### config.mk
export PLATFORM = sky130hd
export DESIGN_NAME = load_store_unit
export DESIGN_NICKNAME = d
export VERILOG_FILES = /design/src/rtl/load_store_unit.sv
export SDC_FILE = /design/constraint.sdc
export NUM_CORES = 1
export LEC_CHECK = 0
export ABC_AREA = 1
export BUFFER_PORTS_ARGS = -buffer_cell sky130_fd_sc_hd__buf_2
export CAP_MARGIN = 20
export CORE_MARGIN = 1.5
export CORE_UTILIZATION = 30
export DETAILED_ROUTE_END_ITERATION = 10
export GPL_TIMING_DRIVEN = 0
export SYNTH_ARGS = -nofsm -noshare
export SYNTH_HDL_FRONTEND = slang
export SYNTH_SLANG_ARGS = --single-unit
### constraint.sdc
create_clock -name clk -period 1.85 [get_ports clk]
set_input_delay 0.37 -clock clk [delete_from_list [all_inputs] [get_ports clk]]
set_output_delay 0.37 -clock clk [all_outputs]
set_load 0.05 [all_outputs]
### src/rtl/load_store_unit.sv
// -----------------------------------------------------------------------------
// load_store_unit
// Single-outstanding load/store unit between a pipeline request/response
// handshake and a word-wide data memory with combinational read data.
// Performs alignment and range checks, sub-word load extraction with optional
// sign extension, and read-modify-write for byte/halfword stores.
//
// Ports
//   clk, rst_n                      clock, async active-low reset
//   req_valid/req_ready             request handshake (accepted in IDLE only)
//   req_write, req_size, req_signed request attributes
//   req_addr, req_wdata             byte address, right-justified store data
//   resp_valid/resp_ready           response handshake
//   resp_rdata, resp_fault          load result / access rejected
//   mem_address, mem_write          word-aligned address, write strobe
//   mem_write_data, mem_data        full-word write data, read data
//
// state | meaning
// IDLE  | ready for a request
// READ  | memory word sampled (load result or old word for merge)
// WRITE | one-cycle memory write strobe
// RESP  | response held until resp_ready
// -----------------------------------------------------------------------------
module load_store_unit #(
    parameter int ADDR_LIMIT = 40000
) (
    input  logic        clk,
    input  logic        rst_n,
    input  logic        req_valid,
    output logic        req_ready,
    input  logic        req_write,
    input  logic [1:0]  req_size,
    input  logic        req_signed,
    input  logic [31:0] req_addr,
    input  logic [31:0] req_wdata,
    output logic        resp_valid,
    input  logic        resp_ready,
    output logic [31:0] resp_rdata,
    output logic        resp_fault,
    output logic [31:0] mem_address,
    output logic        mem_write,
    output logic [31:0] mem_write_data,
    input  logic [31:0] mem_data
);

    localparam logic [31:0] C_LIMIT = 32'(ADDR_LIMIT);

    typedef enum logic [1:0] {
        S_IDLE  = 2'd0,
        S_READ  = 2'd1,
        S_WRITE = 2'd2,
        S_RESP  = 2'd3
    } state_t;

    state_t      r_state;
    state_t      w_next;

    logic [31:0] r_addr;
    logic [1:0]  r_size;
    logic        r_signed;
    logic        r_write;
    logic [31:0] r_wdata;
    logic        r_fault;
    logic [31:0] r_rdata;
    logic [31:0] r_old;

    logic        w_accept;
    logic        w_req_fault;
    logic [7:0]  w_byte;
    logic [15:0] w_half;
    logic [31:0] w_load;
    logic [31:0] w_merged;

    assign w_accept = req_valid && (r_state == S_IDLE);

    // Checks are made on the raw request so the fault path skips memory entirely.
    assign w_req_fault = (req_size == 2'b11)
                       | ((req_size == 2'b01) & req_addr[0])
                       | ((req_size == 2'b10) & (|req_addr[1:0]))
                       | (req_addr >= C_LIMIT);

    // Lane extraction of the current memory word
    always_comb begin
        w_byte = 8'h00;
        case (r_addr[1:0])
            2'd0:    w_byte = mem_data[7:0];
            2'd1:    w_byte = mem_data[15:8];
            2'd2:    w_byte = mem_data[23:16];
            default: w_byte = mem_data[31:24];
        endcase
        w_half = r_addr[1] ? mem_data[31:16] : mem_data[15:0];
        case (r_size)
            2'b00:   w_load = {{24{w_byte[7] & r_signed}}, w_byte};
            2'b01:   w_load = {{16{w_half[15] & r_signed}}, w_half};
            default: w_load = mem_data;
        endcase
    end

    // Merge store data into the old word; word stores bypass the merge
    always_comb begin
        w_merged = r_old;
        case (r_size)
            2'b00: begin
                case (r_addr[1:0])
                    2'd0:    w_merged[7:0]   = r_wdata[7:0];
                    2'd1:    w_merged[15:8]  = r_wdata[7:0];
                    2'd2:    w_merged[23:16] = r_wdata[7:0];
                    default: w_merged[31:24] = r_wdata[7:0];
                endcase
            end
            2'b01: begin
                if (r_addr[1]) w_merged[31:16] = r_wdata[15:0];
                else           w_merged[15:0]  = r_wdata[15:0];
            end
            default: w_merged = r_wdata;
        endcase
    end

    // State register
    always_ff @(posedge clk or negedge rst_n) begin
        if (!rst_n) r_state <= S_IDLE;
        else        r_state <= w_next;
    end

    // Next-state logic
    always_comb begin
        w_next = r_state;
        case (r_state)
            S_IDLE: begin
                if (w_accept) begin
                    if (w_req_fault)           w_next = S_RESP;
                    else if (!req_write)       w_next = S_READ;
                    else if (req_size == 2'b10) w_next = S_WRITE;
                    else                       w_next = S_READ;
                end
            end
            S_READ:  w_next = r_write ? S_WRITE : S_RESP;
            S_WRITE: w_next = S_RESP;
            S_RESP:  if (resp_ready) w_next = S_IDLE;
            default: w_next = S_IDLE;
        endcase
    end

    // Outputs
    always_comb begin
        req_ready      = (r_state == S_IDLE);
        resp_valid     = (r_state == S_RESP);
        resp_rdata     = (r_state == S_RESP) ? r_rdata : 32'h0;
        resp_fault     = (r_state == S_RESP) & r_fault;
        mem_write      = (r_state == S_WRITE);
        mem_write_data = (r_state == S_WRITE) ? w_merged : 32'h0;
        mem_address    = {r_addr[31:2], 2'b00};
    end

    // Request latch and data capture
    always_ff @(posedge clk or negedge rst_n) begin
        if (!rst_n) begin
            r_addr   <= 32'h0;
            r_size   <= 2'b00;
            r_signed <= 1'b0;
            r_write  <= 1'b0;
            r_wdata  <= 32'h0;
            r_fault  <= 1'b0;
            r_rdata  <= 32'h0;
            r_old    <= 32'h0;
        end else begin
            if (w_accept) begin
                r_addr   <= req_addr;
                r_size   <= req_size;
                r_signed <= req_signed;
                r_write  <= req_write;
                r_wdata  <= req_wdata;
                r_fault  <= w_req_fault;
                r_rdata  <= 32'h0;
                r_old    <= 32'h0;
            end else if (r_state == S_READ) begin
                if (r_write) r_old   <= mem_data;
                else         r_rdata <= w_load;
            end
        end
    end

endmodule

==> results summary <==
The dominant register cell in the synthesized netlist is dfrtp_1. The detailed router placed 8063 vias in this run. The transition time at the pin with the least slew margin is 0.567 ns.

The simple-gate area share of the yosys netlist is 27.1%. The type of the worst setup path is flip-flop to primary output. The time the worst path needs with I/O delays and setup is 2.35 ns. STA classifies the critical path endpoint as a primary output. The number of global-route vias before repair came to 7803. The delay of the slowest cell on the worst path is 0.50 ns.

The mean cell area of the mapped netlist is 7.18 sq um. CTS built an H-tree with a depth of 4. In this run the tightest slew margin relative to its limit is 62.2%. The synthesized-area fraction occupied by xor and xnor cells is 0%. In the synthesized netlist, mux cells make up 0% of the area. In the final layout, the multi-input gates occupy 4130 sq um.

The number of DRC violations after detailed-routing iteration 0 is 675. The number of standard-cell rows in the floorplan is 57. The final count of hold timing violations came to 0. The post-detailed-routing wire length is 28.8 mm. The overall die height came out at 161 um.

The final setup violation count came out at 66. Buffers inserted during clock tree synthesis total 17. Dividing the final minimum period by the clock period gives 127%. The commonest cells after synthesis are 413 x nand2_1, 135 x dfrtp_1, 119 x inv_1.

In this run the worst hold path is classified as primary input to flip-flop. By area, the combinational part of the netlist is dominated by simple AND/OR/NAND/NOR gates. The fraction of final layout cells with drive strength greater than 1 is 43.3%.

The instance count of the mapped netlist is 1050. Setup repair after global routing could not meet its margin everywhere. The final reports fail on negative setup slack. The number of filler cells placed in the layout came out at 2291. The routed via count divided by cell count came out at 4.86. The flow ran to the end, but the final reports show violations. The library cell occupying the most area in the post-synthesis netlist is dfrtp_1. The area growth from synthesis to layout came out at 62.2%.

The critical path goes through inv_4, nor2_4, nand2_8, clkinv_8, clkbuf_16, nand2_1, a31oi_4, buf_6. The number of warning messages in the yosys log is 0. Power spread over the standard cell area amounts to 2000 nW/um^2. For this design, the slowest cell found on the critical path is dfrtp_2. The kind of start point of the critical path is a flip-flop. After Yosys synthesis, full adders, half adders and majority gates account for 0.664% of the synthesized area. The number of remaining DRC errors is 0. The worst-case hold slack is 0.138 ns. The cell sitting at the root of the clock tree is a clkbuf_16. Summing all flip-flop and latch instances after layout gives 3380 sq um. The initial antenna violation count was 2. The worst-case IR drop observed on VDD is 0.00106 V. The number of nets with antenna violations after detailed routing is 0. By area the synthesized netlist is led by dfrtp_1 45%, nand2_1 21%, inv_1 5.9%. The longest clock path from root to sink contains 2 buffers.

The average detailed-routed wire length per instance came out at 17.3 um. The aggregate negative setup slack came out at -25.99 ns. The horizontal die dimension came out at 161 um. In the global route stage, overall resource usage came out at 21.8%. The final max-slew violation count is 0.

Counting flops and latches in the post-synthesis netlist gives 135. The portion of the post-synthesis area used by sequential elements came out at 44.8%. The first global-routing pass estimated 43.3 mm of wire. The number of iterations in the first detailed-routing pass came out at 5.

The aggregate global routing overflow is 0. The initial core utilization came out at 30.8%. Once detailed placement completed, the half-perimeter wirelength came to 20.5 mm. During placement, the flow inserted port buffers numbering 201. The number of ports placed on the die boundary came out at 204. The synthesized netlist devotes 14.0% of its cell area to compound gates.

In this run, synthesis inferred 0 flip-flops with an integrated enable. The area share of the largest cell type after synthesis came out at 44.8%. The final core utilization is 50.0%.

The number of max-capacitance violations reported is 0. In the synthesized netlist the async set-or-reset flop fraction comes to 100%. The final worst clock skew came out at 0.0130 ns.

The data arrival time of the worst path came out at 1.98 ns. The die area is 26100 sq um. The total number of nets in the final design came out at 1430. The number of different library cells used by synthesis comes to 31. Once routing completed, OpenROAD measured the worst setup slack at -0.501 ns. Clock latency on the worst-skew pair, taken at its later pin, is 0.43 ns. The core outline area came out at 24500 sq um. The largest net degree at the start of global routing is 81. TritonCTS built the clock tree. At the worst endpoint, the required time is 1.48 ns. The timing-limited maximum frequency came out at 425 MHz.

After clock tree synthesis, the clock-pin slew on the worst setup and hold paths is 0.06 ns. The routability congestion estimate is 0.898. The number of sinks handled by clock tree synthesis came out at 135.

The maximum fanout encountered on the critical timing path came out at 5. The synthesized netlist occupies a cell area of 7530 sq um. The reported leakage power is 0.00614 uW. nand2_1 is the most common cell in the netlist.
[worst max-delay path, delay by kind of cell, from the launching register on]
family | cells | cell delay [ns]
flops | 1 | 0.50
buf+inv | 4 | 0.49
simple gates | 3 | 0.37
compound gates | 1 | 0.20
[power by group]
group / switching, uW / internal (uW)
Clock: 1380 / 2600
Combinational: 9260 / 5910
Sequential: 1180 / 4130
Total: 11800 / 12600
[path summary, 6_finish.rpt]
path                              start            endpoint  slack, ns  cells after the start
min in group asynchronous         rst_n           r_addr[4]       0.47                      2
max                           r_size[0]  mem_write_data[11]      -0.50                      8
max reg2reg                   r_size[0]         r_rdata[28]       0.04                     10
max in group asynchronous         rst_n           r_old[22]       0.57                      3
min reg2reg                 r_wdata[31]         r_wdata[31]       0.48                      2
min                        req_wdata[2]          r_wdata[2]       0.14                      3
[repair_timing]
action                                  4_1_cts  5_1_grt
endpoints found under the setup margin      166      156
hold buffers                                  1        0
setup buffers                                36       12
endpoints found under the hold margin        55        0
resized for setup                           379      119
pin swaps                                    19       20
cloned                                        7        3
[layout by cell type, fill, tap and decap left out, types with 7 or more instances in the layout]
| cell | count |
|---|---|
| a21oi_1 | 28 |
| a21oi_2 | 15 |
| a21oi_4 | 10 |
| a31oi_4 | 12 |
| buf_12 | 12 |
| buf_2 | 142 |
| buf_4 | 68 |
| buf_6 | 38 |
| buf_8 | 51 |
| clkbuf_1 | 7 |
| clkbuf_16 | 23 |
| clkbuf_2 | 11 |
| clkinvlp_4 | 42 |
| dfrtp_1 | 130 |
| inv_1 | 68 |
| inv_2 | 11 |
| nand2_1 | 343 |
| nand2_2 | 27 |
| nand2_4 | 41 |
| nand3_1 | 29 |
| nand4_1 | 9 |
| nor2_1 | 36 |
| o211ai_1 | 8 |
| o21ai_0 | 38 |
| o21ai_1 | 20 |
| o21ai_2 | 9 |
| o22ai_1 | 34 |
| or2_2 | 7 |
[cell type report]
cell class	count	share of cell area, %
flip-flops and latches	135	27.7
plain buffers	83	5.86
clock inverters	12	1.82
inverters	126	5.42
repair buffers	256	18.4
multi-input cells	703	33.8
well taps	324	3.32
clock buffers	20	3.74
diodes	1	0.0205
[per-layer routing]
| metal | GRT usage [%] | vias up | routed length [um] |
|---|---|---|---|
| met5 | 0 | - | 26 |
| met4 | 6.86 | 4 | 836 |
| met3 | 5.98 | 55 | 2280 |
| met2 | 34.0 | 345 | 13100 |
| met1 | 29.2 | 3815 | 12500 |
| li1 | - | 3844 | - |
[registers in the layout, indices dropped and copies added (netlist names)]
name and cells:
r_addr 32, r_old 32, r_rdata 32, r_wdata 32
r_size 2, r_state 2, r_fault 1, r_signed 1
r_write 1
[cells by family after synthesis]
| family | after synthesis |
|---|---|
| buffers and inverters | 213 |
| other | 1 |
| adder cells (fa/ha/maj) | 4 |
| flip-flops | 135 |
| AO/OA/AOI/OAI | 187 |
| AND/OR/NAND/NOR | 510 |
[through the flow]
| stage | instances | setup WS (ns) | area, sq um | power, uW |
|---|---|---|---|---|
| 5_1_grt | 1659 | -0.533 | 12200 | 25800 |
| 3_5_place_dp | 1577 | -0.463 | 9480 | 16200 |
| 3_3_place_gp | 1576 | -1.61 | 9450 | 16100 |
| 4_1_cts | 1652 | -0.481 | 11800 | 23500 |
| 2_1_floorplan | 1051 | -0.0938 | 8040 | 13400 |
| 6_report | 1660 | -0.501 | 12200 | 24500 |
Power figures use the tool's default switching activity.
